===== config.mk =====
export PLATFORM = sky130hd
export DESIGN_NAME = wcmd_gen
export DESIGN_NICKNAME = d
export VERILOG_FILES = /design/src/rtl/wcmd_gen.sv
export SDC_FILE = /design/constraint.sdc
export NUM_CORES = 1
export LEC_CHECK = 0
export CAP_MARGIN = 0
export CORE_ASPECT_RATIO = 0.6
export CORE_MARGIN = 4
export CORE_UTILIZATION = 55
export DETAILED_ROUTE_END_ITERATION = 7
export GPL_TIMING_DRIVEN = 0
export PLACE_DENSITY = 0.76
export SLEW_MARGIN = 20
export SYNTH_ARGS = -nofsm -noshare
export SYNTH_HDL_FRONTEND = slang
export SYNTH_SLANG_ARGS = --single-unit

===== constraint.sdc =====
create_clock -name s_axi_aclk -period 13.64 [get_ports s_axi_aclk]
set_clock_uncertainty 0.2 [all_clocks]
set_input_delay 2.728 -clock s_axi_aclk [delete_from_list [all_inputs] [get_ports s_axi_aclk]]
set_output_delay 2.728 -clock s_axi_aclk [all_outputs]
set_load 0.02 [all_outputs]

===== src/rtl/wcmd_gen.sv =====
// Weight-fetch command generator: column index -> 80-bit DataMover read cmd.
// Ports: cfg_*, s_axis_* (index in), m_axis_* (cmd out), wdat_done, ts_done, outstanding, err_underflow.
module wcmd_gen #(
  parameter int NUM_PE        = 8,
  parameter int LAYER_SIZE_BW = 10,
  parameter int ADDR_BW       = 32,
  parameter int MAX_OUT       = 2
) (
  input  logic                     s_axi_aclk,
  input  logic                     s_axi_areset,
  input  logic [ADDR_BW-1:0]       cfg_base_addr,
  input  logic [22:0]              cfg_col_bytes,
  input  logic                     s_axis_tvalid,
  output logic                     s_axis_tready,
  input  logic [LAYER_SIZE_BW-1:0] s_axis_tdata,
  input  logic                     s_axis_tuser,
  input  logic                     s_axis_tlast,
  output logic                     m_axis_tvalid,
  input  logic                     m_axis_tready,
  output logic [79:0]              m_axis_tdata,
  input  logic                     wdat_done,
  output logic                     ts_done,
  output logic [3:0]               outstanding,
  output logic                     err_underflow
);

  localparam int PW = LAYER_SIZE_BW + 23;
  localparam logic [22:0] BEAT_MASK = ~23'(NUM_PE - 1);
  localparam logic [3:0] MAX_O = 4'(MAX_OUT);

  typedef enum logic [1:0] {
    IDLE,
    CALC,
    ISSUE,
    DRAIN
  } state_t;

  state_t state, state_nxt;

  logic [LAYER_SIZE_BW-1:0] idx_q;
  logic [ADDR_BW-1:0]       base_q;
  logic [22:0]              btt_q;
  logic                     last_q;
  logic [3:0]               tag;
  logic [79:0]              cmd_q;
  logic [ADDR_BW-1:0]       saddr;
  logic [31:0]              saddr32;
  logic                     in_hs;
  logic                     cmd_hs;

  // Address arithmetic wraps modulo the address width.
  assign saddr   = base_q + ADDR_BW'(PW'(idx_q) * PW'(btt_q));
  assign saddr32 = 32'(saddr);

  assign in_hs  = s_axis_tvalid & s_axis_tready;
  assign cmd_hs = m_axis_tvalid & m_axis_tready;

  assign m_axis_tdata = cmd_q;

  always_comb begin
    state_nxt     = state;
    s_axis_tready = 1'b0;
    m_axis_tvalid = 1'b0;
    ts_done       = 1'b0;
    unique case (state)
      IDLE: begin
        s_axis_tready = !s_axi_areset && (outstanding < MAX_O);
        if (s_axis_tvalid && s_axis_tready)
          state_nxt = s_axis_tuser ? DRAIN : CALC;
      end
      CALC: state_nxt = ISSUE;
      ISSUE: begin
        m_axis_tvalid = 1'b1;
        if (m_axis_tready)
          state_nxt = last_q ? DRAIN : IDLE;
      end
      DRAIN: begin
        if (outstanding == 4'd0) begin
          ts_done   = 1'b1;
          state_nxt = IDLE;
        end
      end
      default: state_nxt = IDLE;
    endcase
  end

  always_ff @(posedge s_axi_aclk) begin
    if (s_axi_areset) begin
      state         <= IDLE;
      idx_q         <= '0;
      base_q        <= '0;
      btt_q         <= '0;
      last_q        <= 1'b0;
      cmd_q         <= '0;
      tag           <= '0;
      outstanding   <= '0;
      err_underflow <= 1'b0;
    end else begin
      state <= state_nxt;
      if (in_hs) begin
        idx_q  <= s_axis_tdata;
        base_q <= cfg_base_addr;
        // BTT is always a whole number of weight beats.
        btt_q  <= cfg_col_bytes & BEAT_MASK;
        // An empty beat always closes the timestep.
        last_q <= s_axis_tlast | s_axis_tuser;
      end
      if (state == CALC)
        cmd_q <= {12'h000, tag, saddr32, 1'b0, 1'b1,
                  6'h00, 1'b1, btt_q};
      if (cmd_hs)
        tag <= tag + 4'd1;
      unique case ({cmd_hs, wdat_done})
        2'b10: outstanding <= outstanding + 4'd1;
        2'b01: begin
          if (outstanding == 4'd0)
            err_underflow <= 1'b1;
          else
            outstanding <= outstanding - 4'd1;
        end
        default: ;
      endcase
    end
  end

endmodule


; ---- After elaboration in Yosys (flattened, before gate mapping)
; Cells that the tools add are included.
[word_totals]
inputBits = 72
output_inout_bits = 88
word_cells = 48
ff_bits = 132
[classes]
bitwise = 3
muxes = 12
multipliers = 1
order_cmp = 1
eq_ne = 9
n_addsub = 4
reduce_logical = 9
[ops]
columns = cell, n
row1 = adder 32 bit, 1
row2 = multiplier 10 x 20 -> 29 bit, 1
row3 = 2-to-1 mux 2 bit, 5
row4 = adder 4 x 1 -> 4 bit (second input constant), 2
row5 = != test 2 bit (second input constant), 4
row6 = case mux 2 bit (4 select lines), 1
row7 = case mux 4 bit (2 select lines), 1
row8 = equality test 2 bit (second input constant), 3
row9 = equality test 2 x 1 -> 1 bit (second input constant), 2
row10 = zero test 4 bit, 1
row11 = < comparator 4 x 2 -> 1 bit (second input constant), 1
row12 = 2-to-1 mux 1 bit, 4
row13 = 2-to-1 mux 4 bit, 1
row14 = AND reduction 2 bit, 2
row15 = subtractor 4 x 1 -> 4 bit (second input constant), 1
row16 = AND reduction 3 bit, 1
row17 = AND 1 bit, 2
row18 = logical AND 1 bit, 2
row19 = zero test 2 bit, 1
row20 = nonzero test 2 bit, 1
row21 = zero test 1 bit, 1
row22 = bitwise OR 1 bit, 1

; ---- Longest topological paths before layout
[logic_depth]
depth_word = 6
depth_mapped = 30
depth_no_buf = 29

; ---- Worst setup path after synthesis
; No wires, ideal clock.
[synth_path]
path_kind = register to register
start = register idx_q[1]
end = register cmd_q[61] (netlist: m_axis_tdata[61])
stages_incl_launch_ff = 27
required_ns = 13.323
n_path_buf = 1
t_arrival_ns = 6.558
setup_slack_ns = 6.765
cell_sequence = dfxtp_1 -> clkbuf_1 -> nand2_1 -> fa_1 -> inv_1 -> fa_1 -> fa_1 -> fa_1 -> inv_1 -> fa_1 -> inv_1 -> ha_1 -> a21o_1 -> a221oi_1 -> o21ai_1 -> a211oi_2 -> o21ai_1 -> xor2_1 -> ha_1 -> a21oi_1 -> nand3b_1 -> or2_2 -> o31a_1 -> o21a_1 -> o21a_1 -> o31a_1 -> a32o_1
[synth_via]
elab_chain_len = 2
[synth_rtl]
columns = element, line
row1 = from (decl), 40  ; logic [LAYER_SIZE_BW-1:0] idx_q;
row2 = from (signal assigned), 101  ; idx_q <= s_axis_tdata;
row3 = multiplier 10 x 20 -> 29 bit, 52  ; assign saddr = base_q + ADDR_BW'(PW'(idx_q) * PW'(btt_q));
row4 = adder 32 bit, 52
row5 = to (signal assigned), 109  ; cmd_q <= {12'h000, tag, saddr32, 1'b0, 1'b1,
row6 = to (decl), 45  ; logic [79:0] cmd_q;
; Every way passes these cells.
; A chain may end at the register's enable or synchronous reset.

; ---- Worst setup path after layout
[layout_path]
start = register btt_q[12]
end = register cmd_q[63] (netlist: m_axis_tdata[63])
[layout_via]
elab_chain_len = 2
[layout_rtl]
columns = element, line
row1 = from (decl), 42  ; logic [22:0] btt_q;
row2 = from (signal assigned), 104  ; btt_q <= cfg_col_bytes & BEAT_MASK;
row3 = multiplier 10 x 20 -> 29 bit, 52
row4 = adder 32 bit, 52
; Every way passes these cells.

==> reports/qor.yml <==
status:
  status: "finished, final reports clean"
clock_tree:
  postCtsSetupBuffers: 0
  cts.sinks: 131
  cts_made_buffers: 17
  cts_htree_levels: 4
  clkLatencyLatePin_ps: 440
  postCtsHoldBufs: 0
  cts.path.max_buffers: 2
  cts_tree: "yes"
  clockRootBuffer: "clkbuf_16"
  cts_resized: 0
  clk_pin_slew_ps: 60
timing:
  timing.fmax_mhz: 126
  max_slew.worst_pin.slew_ps: 858
  tns_ps: 0
  drv_slew: 0
  holdWs_ps: 252
  rsz0062_at_grt: "false"
  min_period_over_period: 0.580
  timing.final.ws_setup_ps: 5730
  setup_viol: 0
  hold_viol_final: 0
  slew_headroom: 0.428
  period_minus_slack_ps: 7910
synth:
  syn_area_sq_um: 12500
  synth.distinct_cells: 58
  synth_area_leader_cell: "fa_1"
  netlist.area_leader.share: 0.229
  synth_warnings: 0
  synth.ff_latch_count: 131
  syn_inst: 1541
  ys.flop_type: "dfxtp_1"
  synth_edf_count: 0
  syn_area_per_cell_sq_um: 8.11
  synth_seq_area_share: 0.210
  synthArstFlopShare: 0
  synth.area.top_cells: "fa_1 (23%), dfxtp_1 (21%), nand2_1 (10%), ha_1 (9.4%), a21oi_1 (6.0%)"
setup_path:
  reg2reg_to: "m_axis_tdata[63]"
  cp_common_cell: "fa_1"
  path_buf_inv: 4
  slowest_stage: "clkbuf_1"
  cp.required_ps: 13730
  regToRegSetupSlack_ps: 5730
  rr_startpoint: "btt_q[12]"
  crit_type: "flip-flop to flip-flop"
  cp-start-kind: "flip-flop"
  crit_family: "adder cells"
  crit_fanout: 10
  r2r_cells: 26
  crit_path_end_kind: "flip-flop"
  max_stage_delay_ps: 650
  arrival_ps: 8000
cells_and_area:
  syn_to_final_growth_pct: 19.4
  mostFrequentLayoutCell: "nand2_1"
  layout_common_cells: "nand2_1 (345), inv_1 (164), a21oi_1 (150), fa_1 (143), clkdlybuf4s50_1 (134)"
  fill_cells: 1889
  finalInstanceArea_sq_um: 14900
  drive_gt1_frac: 0.0371
  nets: 2024
grt:
  overflow: 0
  use_met3: 0.0887
  grt_first_pass_wirelength_microns: 57400
  grt_max_degree: 17
  met2_usage: 0.415
  grtUsageTotal: 0.285
  use_met1: 0.418
  busiest_layer: "met1"
  antenna_found_initial: 2
  first_global_vias: 10900
route:
  first_pass_iters: 6
  routed_wl_microns: 36200
  wire_per_inst_microns: 17.8
  drt.antenna.violating_nets: 0
  drc: 0
  vias: 11200
  drtIter0Drc: 839
  detail_route.vias_per_cell: 5.51
placed_design:
  pre_cts_slack_ps: 5890
  hpwl_microns: 28300
  finalWeightedCongestion: 0.941
  place_area_sq_um: 14300
  numPortBuffers: 134
hold_path:
  min_to: "m_axis_tdata[39]"
  min_from: "m_axis_tdata[39]"
  hold_depth: 2
  hold_path_class: "flip-flop to flip-flop"
pwr:
  power_w: 0.00147
  p_leak_nw: 6.87
  ir_drop_mv: 0.0770
  power_density_nw_per_um2: 98.6
die:
  row_count: 42
  initial_core_util: 0.564
  core_area_sq_um: 22200
  ios: 160
  die_area_sq_um: 25300
  dieWidth_microns: 203
  die_h_microns: 125
job:
  max-cap-violations: 0
==> metal layers <==
| layer | up-vias | wire (microns) |
|---|---|---|
| met5 | - | 0 |
| met4 | 0 | 597 |
| met3 | 54 | 3810 |
| met2 | 485 | 15100 |
| met1 | 5404 | 16600 |
| li1 | 5268 | - |
==> stage by stage <==
stage / instances / util
after floorplan: 1562 / -
after global placement: 2004 / 0.645
after detailed placement: 2004 / 0.645
after CTS: 2034 / 0.673
after global routing: 2034 / 0.673
final: 2035 / 0.673
==> worst reg2reg max path: stages, from the launching register on <==
cell      delay, ps
dfxtp_1         340
clkbuf_1        650
nand2_1         180
fa_1            570
inv_1            50
fa_1            480
fa_1            520
fa_1            490
inv_1            50
fa_1            470
inv_1            40
ha_1            310
a21o_1          190
a221oi_1        300
o21ai_1         220
a211oi_2        300
o21ai_1         140
xor2_1          170
ha_1            380
a21oi_1         180
nand3b_1        130
or2_2           310
or3_1           360
a211oi_2        270
nor3_1          120
o211ai_1        210
o311ai_1        140
==> report_power, final <==
part           switching, W  total, W  internal, W
clock              0.000184  0.000494     0.000310
combinational      0.000337  0.000515     0.000179
sequential        0.0000369  0.000463     0.000426
==> cells in the mapped netlist, drive strengths merged, types with 3 or more instances <==
| master | n |
|---|---|
| a2111oi | 3 |
| a211o | 5 |
| a211oi | 16 |
| a21boi | 3 |
| a21o | 28 |
| a21oi | 150 |
| a31oi | 7 |
| and2 | 97 |
| and3 | 6 |
| buf | 25 |
| clkbuf | 81 |
| dfxtp | 131 |
| fa | 143 |
| ha | 94 |
| inv | 164 |
| nand2 | 345 |
| nand2b | 3 |
| nand3 | 25 |
| nand3b | 4 |
| nand4 | 3 |
| nor2 | 48 |
| nor2b | 6 |
| nor3 | 17 |
| o211ai | 10 |
| o21a | 9 |
| o21ai | 29 |
| o21bai | 5 |
| o31a | 3 |
| or3 | 7 |
| xnor2 | 36 |
| xor2 | 10 |
==> flip-flops by register name, summed over array words and instances, names as in the netlist <==
| name | count |
|---|---|
| btt_q | 20 |
| m_axis_tdata | 57 |
| err_underflow | 1 |
| last_q | 1 |
| outstanding | 4 |
| state | 2 |
| base_q | 32 |
| tag | 4 |
| idx_q | 10 |
==> how the worst max path moves through the flow <==
| stage | cells after the start | slack [ps] | start | endpoint |
|---|---|---|---|---|
| after floorplan | 26 | 6760 | idx_q[1] | m_axis_tdata[61] |
| after global placement | 28 | 5980 | btt_q[10] | m_axis_tdata[61] |
| after detailed placement | 28 | 5890 | btt_q[10] | m_axis_tdata[61] |
| final | 26 | 5730 | btt_q[12] | m_axis_tdata[63] |
| after CTS | 28 | 5840 | btt_q[10] | m_axis_tdata[63] |
| after global routing | 26 | 5410 | btt_q[11] | m_axis_tdata[63] |
==> logic make-up (layout without fill, tap and decap cells) <==
family	after synthesis	count (layout)	synth area share
xor gates and xnor gates	46	46	0.0322
muxes	2	2	0.00160
buffers and inverters	270	434	0.0880
and+or+nand+nor	569	569	0.203
DFF	131	131	0.210
AOI/OAI and AO/OA	285	285	0.142
adders and majority gates	237	237	0.323
other	1	23	0.000300
==> final cells by class <==
cell class | count | area, sq um | share of cell area
diodes | 1 | 2.50 | 0.000168
plain buffers | 106 | 484 | 0.0324
clock buffers | 19 | 443 | 0.0297
clock inverters | 11 | 178 | 0.0119
inverters | 164 | 616 | 0.0412
multi-input cells | 1161 | 8860 | 0.593
flip-flops and latches | 131 | 2620 | 0.176
well taps | 308 | 385 | 0.0258
repair buffers | 134 | 1340 | 0.0899
Power figures use the tool's default switching activity.
